**src/rtl/hall_sequence_generator_if.sv**
```systemverilog
`default_nettype none
// ============================================================================
// Module      : hall_sequence_generator_pkg / hall_sequence_generator_if
// Description : Shared hall/direction types and the command/pattern bundle
//               of the hall sequence generator.
// Revision    : 1.0 - initial release
// ============================================================================
package hall_sequence_generator_pkg;

    typedef enum logic [2:0] {
        HALL_C  = 3'b001,
        HALL_B  = 3'b010,
        HALL_BC = 3'b011,
        HALL_A  = 3'b100,
        HALL_AC = 3'b101,
        HALL_AB = 3'b110
    } hall_states_t;

    typedef enum logic [1:0] {
        DIR_NONE = 2'b00,
        DIR_CW   = 2'b01,
        DIR_CCW  = 2'b10
    } rotation_direction_t;

endpackage

interface hall_sequence_generator_if #(
    parameter int COUNTER_WIDTH = 32
);
    logic                                            enable;
    hall_sequence_generator_pkg::rotation_direction_t direction;
    logic [COUNTER_WIDTH-1:0]                        step_ticks;
    logic                                            load;
    hall_sequence_generator_pkg::hall_states_t       hall_values;
    logic [2:0]                                      sector;
    logic                                            step_strobe;
    logic [COUNTER_WIDTH-1:0]                        position;
    logic                                            running;

    modport master (
        output enable, direction, step_ticks, load,
        input  hall_values, sector, step_strobe, position, running
    );

    modport slave (
        input  enable, direction, step_ticks, load,
        output hall_values, sector, step_strobe, position, running
    );
endinterface
`default_nettype wire

```
**src/rtl/hall_sequence_generator.sv**
```systemverilog
`default_nettype none
// ============================================================================
// Module      : hall_sequence_generator
// Description : Six-step hall pattern emulator driven by a commanded step
//               period and direction, with glitch-free registered outputs.
// Revision    : 1.0 - initial release
// ============================================================================
module hall_sequence_generator
    import hall_sequence_generator_pkg::*;
#(
    parameter int COUNTER_WIDTH  = 32,
    parameter int MIN_STEP_TICKS = 2
) (
    input  wire logic                clk,
    input  wire logic                reset_n,
    hall_sequence_generator_if.slave bus
);

    localparam logic [0:0] c_IDLE = 1'b0;
    localparam logic [0:0] c_RUN  = 1'b1;

    // A period of 1 would strobe every cycle, so the floor never drops below 2.
    localparam int                       c_MIN_EFF   = (MIN_STEP_TICKS < 2) ? 2 : MIN_STEP_TICKS;
    localparam logic [COUNTER_WIDTH-1:0] c_MIN_TICKS = COUNTER_WIDTH'(c_MIN_EFF);
    localparam logic [COUNTER_WIDTH-1:0] c_ONE       = COUNTER_WIDTH'(1);

    logic [0:0]               r_state;
    logic [0:0]               w_state_next;
    logic [COUNTER_WIDTH-1:0] r_timer;
    logic [COUNTER_WIDTH-1:0] r_pend_period;
    logic [COUNTER_WIDTH-1:0] r_act_period;
    rotation_direction_t      r_pend_dir;
    rotation_direction_t      r_act_dir;
    logic [2:0]               r_sector;
    hall_states_t             r_hall;
    logic                     r_step_strobe;
    logic [COUNTER_WIDTH-1:0] r_position;

    logic                     w_pend_valid;
    logic                     w_boundary;
    logic                     w_step;
    logic                     w_take_pending;
    logic                     w_timer_clear;
    logic [COUNTER_WIDTH-1:0] w_load_period;
    rotation_direction_t      w_load_dir;
    logic [2:0]               w_sector_next;
    logic [COUNTER_WIDTH-1:0] w_position_next;

    function automatic hall_states_t sector_to_hall(input logic [2:0] s);
        case (s)
            3'd0:    sector_to_hall = HALL_AC;
            3'd1:    sector_to_hall = HALL_A;
            3'd2:    sector_to_hall = HALL_AB;
            3'd3:    sector_to_hall = HALL_B;
            3'd4:    sector_to_hall = HALL_BC;
            3'd5:    sector_to_hall = HALL_C;
            default: sector_to_hall = HALL_AC;
        endcase
    endfunction

    assign w_pend_valid  = (r_pend_dir != DIR_NONE) && (r_pend_period != '0);
    assign w_boundary    = (r_timer == (r_act_period - c_ONE));
    assign w_load_period = ((bus.step_ticks != '0) && (bus.step_ticks < c_MIN_TICKS))
                           ? c_MIN_TICKS : bus.step_ticks;
    assign w_load_dir    = ((bus.direction == DIR_CW) || (bus.direction == DIR_CCW))
                           ? bus.direction : DIR_NONE;

    always_ff @(posedge clk or negedge reset_n) begin
        if (!reset_n) begin
            r_state <= c_IDLE;
        end else begin
            r_state <= w_state_next;
        end
    end

    always_comb begin
        w_state_next = r_state;
        case (r_state)
            c_IDLE: begin
                if (bus.enable && w_pend_valid) begin
                    w_state_next = c_RUN;
                end
            end
            c_RUN: begin
                if (!bus.enable) begin
                    w_state_next = c_IDLE;
                end else if (w_boundary && !w_pend_valid) begin
                    w_state_next = c_IDLE;
                end
            end
            default: w_state_next = c_IDLE;
        endcase
    end

    // Boundary both advances the pattern and re-arms from the old pending values.
    always_comb begin
        w_step         = 1'b0;
        w_take_pending = 1'b0;
        w_timer_clear  = 1'b1;
        case (r_state)
            c_IDLE: begin
                w_take_pending = bus.enable && w_pend_valid;
            end
            c_RUN: begin
                if (bus.enable) begin
                    w_step         = w_boundary;
                    w_take_pending = w_boundary;
                    w_timer_clear  = w_boundary;
                end
            end
            default: ;
        endcase
    end

    always_comb begin
        w_sector_next   = r_sector;
        w_position_next = r_position;
        if (r_act_dir == DIR_CW) begin
            w_sector_next   = (r_sector == 3'd5) ? 3'd0 : r_sector + 3'd1;
            w_position_next = r_position + c_ONE;
        end else if (r_act_dir == DIR_CCW) begin
            w_sector_next   = (r_sector == 3'd0) ? 3'd5 : r_sector - 3'd1;
            w_position_next = r_position - c_ONE;
        end
    end

    always_ff @(posedge clk or negedge reset_n) begin
        if (!reset_n) begin
            r_timer       <= '0;
            r_pend_period <= '0;
            r_pend_dir    <= DIR_NONE;
            r_act_period  <= '0;
            r_act_dir     <= DIR_NONE;
            r_sector      <= 3'd0;
            r_hall        <= HALL_AC;
            r_step_strobe <= 1'b0;
            r_position    <= '0;
        end else begin
            r_timer       <= w_timer_clear ? '0 : r_timer + c_ONE;
            r_step_strobe <= w_step;
            if (bus.load) begin
                r_pend_period <= w_load_period;
                r_pend_dir    <= w_load_dir;
            end
            if (w_take_pending) begin
                r_act_period <= r_pend_period;
                r_act_dir    <= r_pend_dir;
            end
            if (w_step) begin
                r_sector   <= w_sector_next;
                r_hall     <= sector_to_hall(w_sector_next);
                r_position <= w_position_next;
            end
        end
    end

    assign bus.hall_values = r_hall;
    assign bus.sector      = r_sector;
    assign bus.step_strobe = r_step_strobe;
    assign bus.position    = r_position;
    assign bus.running     = (r_state == c_RUN);

endmodule
`default_nettype wire

```
**src/flat_wrapper.sv**
```systemverilog
// flat-port wrapper written by rule: the top's interface ports become plain ports
module hall_sequence_generator_flat import hall_sequence_generator_pkg::*;
#(
    parameter int COUNTER_WIDTH  = 32,
    parameter int MIN_STEP_TICKS = 2
)
  (clk, reset_n, bus_enable, bus_direction, bus_step_ticks, bus_load, bus_hall_values, bus_sector, bus_step_strobe, bus_position, bus_running);
  hall_sequence_generator_if #(.COUNTER_WIDTH(COUNTER_WIDTH)) bus_i ();
  input  wire logic clk;
  input  wire logic reset_n;
  input wire logic [$bits(bus_i.enable)-1:0] bus_enable;
  input wire logic [$bits(bus_i.direction)-1:0] bus_direction;
  input wire logic [$bits(bus_i.step_ticks)-1:0] bus_step_ticks;
  input wire logic [$bits(bus_i.load)-1:0] bus_load;
  output wire logic [$bits(bus_i.hall_values)-1:0] bus_hall_values;
  output wire logic [$bits(bus_i.sector)-1:0] bus_sector;
  output wire logic [$bits(bus_i.step_strobe)-1:0] bus_step_strobe;
  output wire logic [$bits(bus_i.position)-1:0] bus_position;
  output wire logic [$bits(bus_i.running)-1:0] bus_running;
  assign bus_i.enable = bus_enable;
  assign bus_i.direction = bus_direction;
  assign bus_i.step_ticks = bus_step_ticks;
  assign bus_i.load = bus_load;
  assign bus_hall_values = bus_i.hall_values;
  assign bus_sector = bus_i.sector;
  assign bus_step_strobe = bus_i.step_strobe;
  assign bus_position = bus_i.position;
  assign bus_running = bus_i.running;
  hall_sequence_generator #(.COUNTER_WIDTH(COUNTER_WIDTH), .MIN_STEP_TICKS(MIN_STEP_TICKS)) u_core (.clk(clk), .reset_n(reset_n), .bus(bus_i));
endmodule
```
**config.mk**
```make
export PLATFORM = sky130hd
export DESIGN_NAME = hall_sequence_generator_flat
export DESIGN_NICKNAME = d
export VERILOG_FILES = /design/src/rtl/hall_sequence_generator_if.sv /design/src/rtl/hall_sequence_generator.sv /design/src/flat_wrapper.sv
export SDC_FILE = /design/constraint.sdc
export NUM_CORES = 1
export LEC_CHECK = 0
export ABC_AREA = 1
export BUFFER_PORTS_ARGS = -buffer_cell sky130_fd_sc_hd__buf_2
export CORE_MARGIN = 5
export CORE_UTILIZATION = 55
export CTS_CLUSTER_DIAMETER = 60
export DETAILED_ROUTE_END_ITERATION = 8
export GPL_ROUTABILITY_DRIVEN = 0
export HOLD_SLACK_MARGIN = 0.05
export PLACE_DENSITY = 0.79
export SLEW_MARGIN = 30
export SYNTH_ARGS = -nofsm -noshare
export SYNTH_HDL_FRONTEND = slang
export SYNTH_SLANG_ARGS = --single-unit
```
**constraint.sdc**
```tcl
create_clock -name clk -period 3.2 [get_ports clk]
set_input_delay 0.16 -clock clk [delete_from_list [all_inputs] [get_ports clk]]
set_output_delay 0.16 -clock clk [all_outputs]
set_load 0.01 [all_outputs]
```
After elaboration in Yosys (flattened, before gate mapping)
Index checks and enable logic that the tools add are counted.
W data, S select, Z words.

storage, ports and cells
  memories kept = 0
  logic and storage cells = 60
  output and inout bits = 40
  bits in read-only memories = 0
  bits in registers = 140
  input bits = 38
  memory bits (writable) = 0
  bits in latches = 0

operators by class
  $lt $le $gt $ge = 1
  bitwise logic cells = 1
  div/mod/pow operators = 0
  $mul = 0
  shifts and indexed selects = 0
  multiplexer cells = 19
  add/subtract/negate cells = 6
  reduce and logical (&&, ||, !) cells = 12
  equality and inequality tests = 11

operators with widths
  cell                     number
  $mux W32                 4
  $add A32 B1 Y32 const B  2
  $reduce_bool A32 Y1      2
  $sub A32 B1 Y32 const B  2
  $eq A32 B32 Y1           1
  $lt A32 B2 Y1 const B    1
  $pmux W3 S5              1
  $mux W3                  4
  $eq A3 B3 Y1 const B     3
  $mux W1                  7
  $eq A3 B2 Y1 const B     2
  $eq A2 B1 Y1 const B     2
  $eq A2 B2 Y1 const B     2
  $logic_and A1 B1 Y1      4
  $pmux W1 S2              2
  $reduce_bool A2 Y1       2
  $add A3 B1 Y3 const B    1
  $eq A3 B1 Y1 const B     1
  $logic_not A3 Y1         1
  $sub A3 B1 Y3 const B    1
  $mux W2                  1
  $reduce_and A2 Y1        1
  $logic_not A1 Y1         1
  $logic_or A1 B1 Y1       1
  $not A1 Y1               1

Longest topological paths before layout
Gate-level depths: netlist of the first run.

  depth in word-level cells = 7
  gate-level depth with buffers = 21
  mapped depth without buffers = 19

Least setup slack after synthesis of the first run
Ideal clock, no wire load.

  path kind = register to register
  start point = register u_core.r_act_dir[0]
  end point = register u_core.r_position[20], in the netlist u_core.bus.position[20]
  buffers on the path = 0
  data required time = 3.077 ns
  slack = 0.225 ns
  stages on the path, launching flop included = 13
  library setup time = 0.123 ns
  arrival = 2.852 ns
  clock period less this slack = 2.975 ns
  path through = dfrtp_1 > ha_1 > inv_1 > ha_1 > nand3_1 > nand3_1 > a21boi_0 > nor2_1 > nor2_1 > o21ai_0 > a21oi_1 > xor2_1 > o21ai_1

on the way
  longest elaborated chain between the ends = 3
  elaborated cells on any way between the ends = 5
  those cells by class = eq/ne: 2; mux: 1; reduce/logical: 2

ends and longest elaborated chain
  item                                                 line                                                            text
  start, declared                                      hall_sequence_generator.sv:33                                   rotation_direction_t r_act_dir;
  start signal, assigned                               hall_sequence_generator.sv:147                                  r_act_dir <= r_pend_dir;
  $eq A2 B2 Y1 / $eq A2 B1 Y1 (equally long branches)  hall_sequence_generator.sv:121, hall_sequence_generator.sv:118
  $reduce_bool A2 Y1 (no source line)                  -
  $reduce_and A2 Y1 (no source line)                   -
  end signal, assigned                                 hall_sequence_generator.sv:152                                  r_position <= w_position_next;
  end, declared                                        hall_sequence_generator.sv:37                                   logic [COUNTER_WIDTH-1:0] r_position;

Parallel ways exist; a longest one is shown, timed or not.
A chain may end at the register's enable or synchronous reset.

Final worst setup path of the first run
  start point = register u_core.r_act_dir[0]
  end point = register u_core.r_position[27], in the netlist u_core.bus.position[27]

Same word-level chain as after synthesis.

==> out/results.ini, run 1 <==
[worst_setup_path]
startpoint_type=flip-flop
path_class=flip-flop to flip-flop
crit_path_max_incr_delay_ps=400
crit_chain=ha_1 > inv_1 > buf_12 > ha_1 > a21oi_1 > o21ai_0 > nand2_1 > nand2_1 > a211oi_1 > nand3b_1 > nand2_1 > nand3_1 > nand2_1 > inv_1
crit_top_cell=nand2_1
cpMaxStageDelayCell=a211oi_1
cp.required_ps=3530
end_kind=flip-flop
cp_max_fo=25
cp.arrival_ps=3320
critPathTopFamily=compound AO/OA/AOI/OAI gates
crit_buf_inv=3

[global_routing]
antenna_found_initial=0
grt_max_degree=72
grt_pass1_wl_um=43970
grtUsageTotal_pct=26.57
grt_pass1_vias=9164
overflow=0

[cts]
clockBufferDepth=2
htreeDepth=4
ctsRootBufferMaster=clkbuf_16
cts_made_buffers=17
clk_latency_ps=430
cts_tree=done
clk_pin_slew_ps=60
numClockSinks=140

[place]
place_area_mm2=0.01040
dp_hpwl_um=19150
io_buffers=77

[logic_synthesis]
ys_seq_elements=140
synth_warnings=0
syn_area_per_cell_um2=6.833
async_reset_ff_share_pct=100.0
synth_area_mm2=0.009731
yosysSeqAreaShare_pct=36.03
synth_area_leaders=dfrtp_1 35%, nand2_1 15%, inv_1 8.1%, nor2_1 6.8%, nand3_1 4.6%
synth_nets=1498
synth_cell_types=44
yosysTopAreaCell=dfrtp_1
synth.top_cell.area_share_pct=35.49
yosysMostFrequentCell=nand2_1
synth_edf_count=0
synthCells=1424
ys.flop_type=dfrtp_1
synthTopCellsByCount=397 x nand2_1, 209 x inv_1, 175 x nor2_1

[sta]
rsz0062_at_grt=true
fin_crit_ps=2993
holdWs_ps=312.8
fin_tns_setup_ps=0
min_period_over_period_pct=93.53
timing.fmax_mhz=334.1
hold_viol_final=0
finalMaxSlewViolations=0
setup_viol=0
slew-limit-headroom_pct=57.29
fin_skew_ps=8.592
worst_pin_slew_ps=640.6

[pwr]
p_leak_nw=5.771
power_density_mw_per_mm2=605.0
ir_drop_uv=443.5
power_mw=6.881

[final_layout]
final_nets=1621
drive_above_1_share_pct=9.744
diodes=0
fillCellCount=1444
design_area_mm2=0.01137
areaGrowthSynthToFinish_pct=16.88

[drt]
dr.pass1.iters=5
avgViaCountPerCell=5.397
met1_length_um=11680
wl_met2_um=11750
drt_iter0_markers=854
routed_wl_um=26210
antenna_left=0
routed.top_layer=met4
post-route-drc-count=0
wl_per_cell_um=14.68
vias=9634
dr_wl_met3_um=2243

[run]
drv_cap=0

[floorplan]
core_area_mm2=0.01736
io_pins=78
die_w_um=143.0
start_util_pct=56.06
die_h_um=143.0
die-area_mm2=0.02045
rows=48

[worst_hold_path]
hp-class=input pin to asynchronous set/reset pin

[run_status]
status=complete, no violations

-- worst register-to-register path: stages (launching register included) --
cell and delay (ps):
dfrtp_1 390, ha_1 230, inv_1 370, buf_12 240
ha_1 300, a21oi_1 220, o21ai_0 190, nand2_1 100
nand2_1 50, a211oi_1 400, nand3b_1 150, nand2_1 90
nand3_1 70, nand2_1 60, inv_1 30
-- kinds of logic after synthesis --
logic type	count (synthesis)	share of synthesized area, %
buffers and inverters	245	9.991
adders and majority gates	36	4.706
AOI/OAI and AO/OA	169	9.258
and+or+nand+nor	757	33.08
xor gates and xnor gates	77	6.931
DFF	140	36.03
-- through the flow --
| step | instances | util, % | setup WS [ps] |
|---|---|---|---|
| floorplan | 1424 | - | 225.0 |
| global placement | 1715 | 59.94 | 319.6 |
| detailed placement | 1715 | 59.94 | 199.3 |
| CTS | 1784 | 65.38 | 170.3 |
| global route | 1785 | 65.53 | -42.80 |
| finish | 1785 | 65.53 | 207.1 |
-- per-layer routing --
metal | vias up | global-route usage (%)
met3 | 55 | 5.961
met4 | 0 | 8.054
li1 | 4760 | -
met1 | 4421 | 37.37
met2 | 398 | 41.22
met5 | - | 0
-- placed cells by master, fill, tap and decap left out, drive strengths merged --
cell type,n
a211oi,1
a21boi,3
o21bai,3
a21oi,46
and2,1
bufinv,1
o22ai,1
o31ai,2
buf,93
clkinv,4
nor3,19
nand4,33
clkinvlp,2
nor4,14
dfstp,2
a31oi,5
a32oi,1
clkbuf,20
nand2,400
nand3,92
dfrtp,138
nand3b,5
dlygate4sd3,37
inv,224
o211ai,1
nor2,185
a21o,1
ha,35
o221ai,1
nor3b,5
fa,1
o21a,5
xnor2,33
o21ai,99
or2,3
xor2,44
-- power breakdown --
| group | total [mW] | switching, mW | internal [mW] |
|---|---|---|---|
| clock | 1.95 | 0.841 | 1.11 |
| sequential | 2.15 | 0.203 | 1.94 |
| combinational | 2.78 | 1.82 | 0.961 |
| total | 6.88 | 2.86 | 4.02 |
-- registers in the layout (all words and copies together), names as in the netlist --
| signal | count |
|---|---|
| u_core.r_act_dir | 2 |
| u_core.bus.step_strobe | 1 |
| u_core.r_act_period | 32 |
| u_core.bus.sector | 3 |
| u_core.r_pend_dir | 2 |
| u_core.r_pend_period | 32 |
| u_core.bus.hall_values | 3 |
| u_core.bus.position | 32 |
| u_core.r_timer | 32 |
| u_core.bus.running | 1 |
-- worst paths after layout --
kind / to / startpoint / cells past startpoint / slack (ps)
worst max register to register: u_core.bus.position[27] / u_core.r_act_dir[0] / 14 / 210
worst max-delay path: u_core.bus.position[27] / u_core.r_act_dir[0] / 14 / 210
worst min-delay path: u_core.r_timer[2] / reset_n / 2 / 310
worst min register to register: u_core.r_act_period[31] / u_core.r_pend_period[31] / 2 / 470
max in group asynchronous: u_core.r_pend_period[29] / reset_n / 3 / 2090
min in group clk: u_core.r_pend_period[18] / bus_load / 4 / 320
-- timing repair --
action / in CTS / in global routing
resized for setup: 0 / 6
buffers inserted: 0 / 1
hold buffers: 37 / 0
setup endpoints to repair: 0 / 10
endpoints found under the hold margin: 101 / 0
-- layout make-up --
cell class,instances,area (um2),area share [%]
Inverter,219,822.0,7.228
Tap cell,225,281.5,2.475
Clock buffer,20,446.7,3.927
Timing Repair Buffer,130,932.1,8.196
Multi-Input combinational cell,1039,5259,46.24
Clock inverter,12,126.4,1.111
Sequential cell,140,3506,30.83
Power figures use the tool's default switching activity.
==> inputs of run 2 (changes only) <==
--- a/config.mk
+++ b/config.mk
@@ -13,6 +13,7 @@
 export DETAILED_ROUTE_END_ITERATION = 8
 export GPL_ROUTABILITY_DRIVEN = 0
 export HOLD_SLACK_MARGIN = 0.05
+export MAX_ROUTING_LAYER = met4
 export PLACE_DENSITY = 0.79
 export SLEW_MARGIN = 30
 export SYNTH_ARGS = -nofsm -noshare
==> run 2 against run 1 <==
  * Power barely moved
  * Setup slack improved by 11 ps
  * Final cell count did not move
==> out/results.ini, run 2 (synthesis gave the netlist of run 1 again) <==
[drt]
antenna_left=0
wl_met2_um=11690
dr.pass1.iters=6
wl_per_cell_um=14.68
avgViaCountPerCell=5.383
post-route-drc-count=0
dr_wl_met3_um=2070
drt_iter0_markers=786
routed.top_layer=met4
routed_wl_um=26210
vias=9608
met1_length_um=11930

[cts]
cts_made_buffers=17
htreeDepth=4
ctsRootBufferMaster=clkbuf_16
clockBufferDepth=2
clk_pin_slew_ps=60
numClockSinks=140
clk_latency_ps=430
cts_tree=done

[floorplan]
die_w_um=143.0
die-area_mm2=0.02045
io_pins=78
die_h_um=143.0
start_util_pct=56.06
rows=48
core_area_mm2=0.01736

[run]
drv_cap=0

[sta]
rsz0062_at_grt=true
min_period_over_period_pct=93.19
fin_skew_ps=7.430
fin_crit_ps=2982
worst_pin_slew_ps=641.9
hold_viol_final=0
setup_viol=0
holdWs_ps=311.8
finalMaxSlewViolations=0
setup_ws_ps=217.9
timing.fmax_mhz=335.3
fin_tns_setup_ps=0
slew-limit-headroom_pct=57.20

[pwr]
ir_drop_uv=444.2
power_mw=6.882
power_density_mw_per_mm2=605.1
p_leak_nw=5.771

[global_routing]
antenna_found_initial=0
grt_pass1_wl_um=43950
grtUsageTotal_pct=27.39
overflow=0
grt_max_degree=72
grt_pass1_vias=9142

[worst_setup_path]
path_class=flip-flop to flip-flop
end_kind=flip-flop
cp.arrival_ps=3310
startpoint_type=flip-flop
cp.required_ps=3530
cp_max_fo=25

[final_layout]
diodes=0
drive_above_1_share_pct=9.744
final_util_pct=65.53
layout_common_cells=397 x nand2_1, 209 x inv_1, 175 x nor2_1
areaGrowthSynthToFinish_pct=16.88
final_common_cell=nand2_1
final_nets=1621
fillCellCount=1444

[place]
dp_slack_ps=199.3
io_buffers=77
dp_hpwl_um=19150

[run_status]
status=complete, no violations

[worst_hold_path]
hp-class=input pin to asynchronous set/reset pin

[run 2: cell counts in the layout (fill, tap and decap cells not counted)]
No cell type changed its count.
[run 2: final cells by class]
class | instances | area, um2 | area share, %
clock inverters | 12 | 126.4 | 1.111
repair buffers | 130 | 932.1 | 8.196
inverters | 219 | 822.0 | 7.228
clock buffers | 20 | 446.7 | 3.927
well taps | 225 | 281.5 | 2.475
flip-flops and latches | 140 | 3506 | 30.83
multi-input cells | 1039 | 5259 | 46.24
[run 2: critical path, cell delays in order (launching register included)]
cell      delay, ps
dfrtp_1         340
inv_1            70
ha_1            210
inv_1           350
buf_12          230
ha_1            290
a21oi_1         230
o21ai_0         190
nand2_1         100
nand2_1          60
a211oi_1        400
nand3b_1        140
nand2_1          90
nand3_1          70
nand2_1          60
inv_1            30
[run 2: timing repair]
item,4_1_cts,5_1_grt
setup buffers,0,1
endpoints found under the setup margin,0,11
hold endpoints to repair,101,0
gates resized for setup,0,6
hold buffers,37,0
[run 2: per-layer routing]
metal / GRT usage [%] / vias up
met5: - / -
li1: - / 4768
met1: 37.65 / 4410
met4: 7.704 / 0
met2: 41.37 / 380
met3: 5.593 / 50
[run 2: worst paths after layout]
check	startpoint	to	slack, ps	cells past startpoint
setup / recovery	u_core.r_act_dir[1]	u_core.bus.position[27]	220	15
max in group asynchronous	reset_n	u_core.r_pend_period[29]	2090	3
setup reg to reg	u_core.r_act_dir[1]	u_core.bus.position[27]	220	15
hold reg to reg	u_core.r_pend_period[31]	u_core.r_act_period[31]	470	2
hold / removal	reset_n	u_core.r_timer[2]	310	2
min in group clk	bus_load	u_core.r_pend_period[18]	310	4
[run 2: per-stage QoR]
stage	cell area [um2]	std cells
finish	11370	1785
global route	11370	1785
CTS	11350	1784
detailed placement	10400	1715
global placement	10400	1715
floorplan	9731	1424
[run 2: power breakdown]
| part | internal (mW) | switching (mW) |
|---|---|---|
| Sequential | 1.94 | 0.203 |
| Clock | 1.11 | 0.836 |
| Combinational | 0.961 | 1.83 |
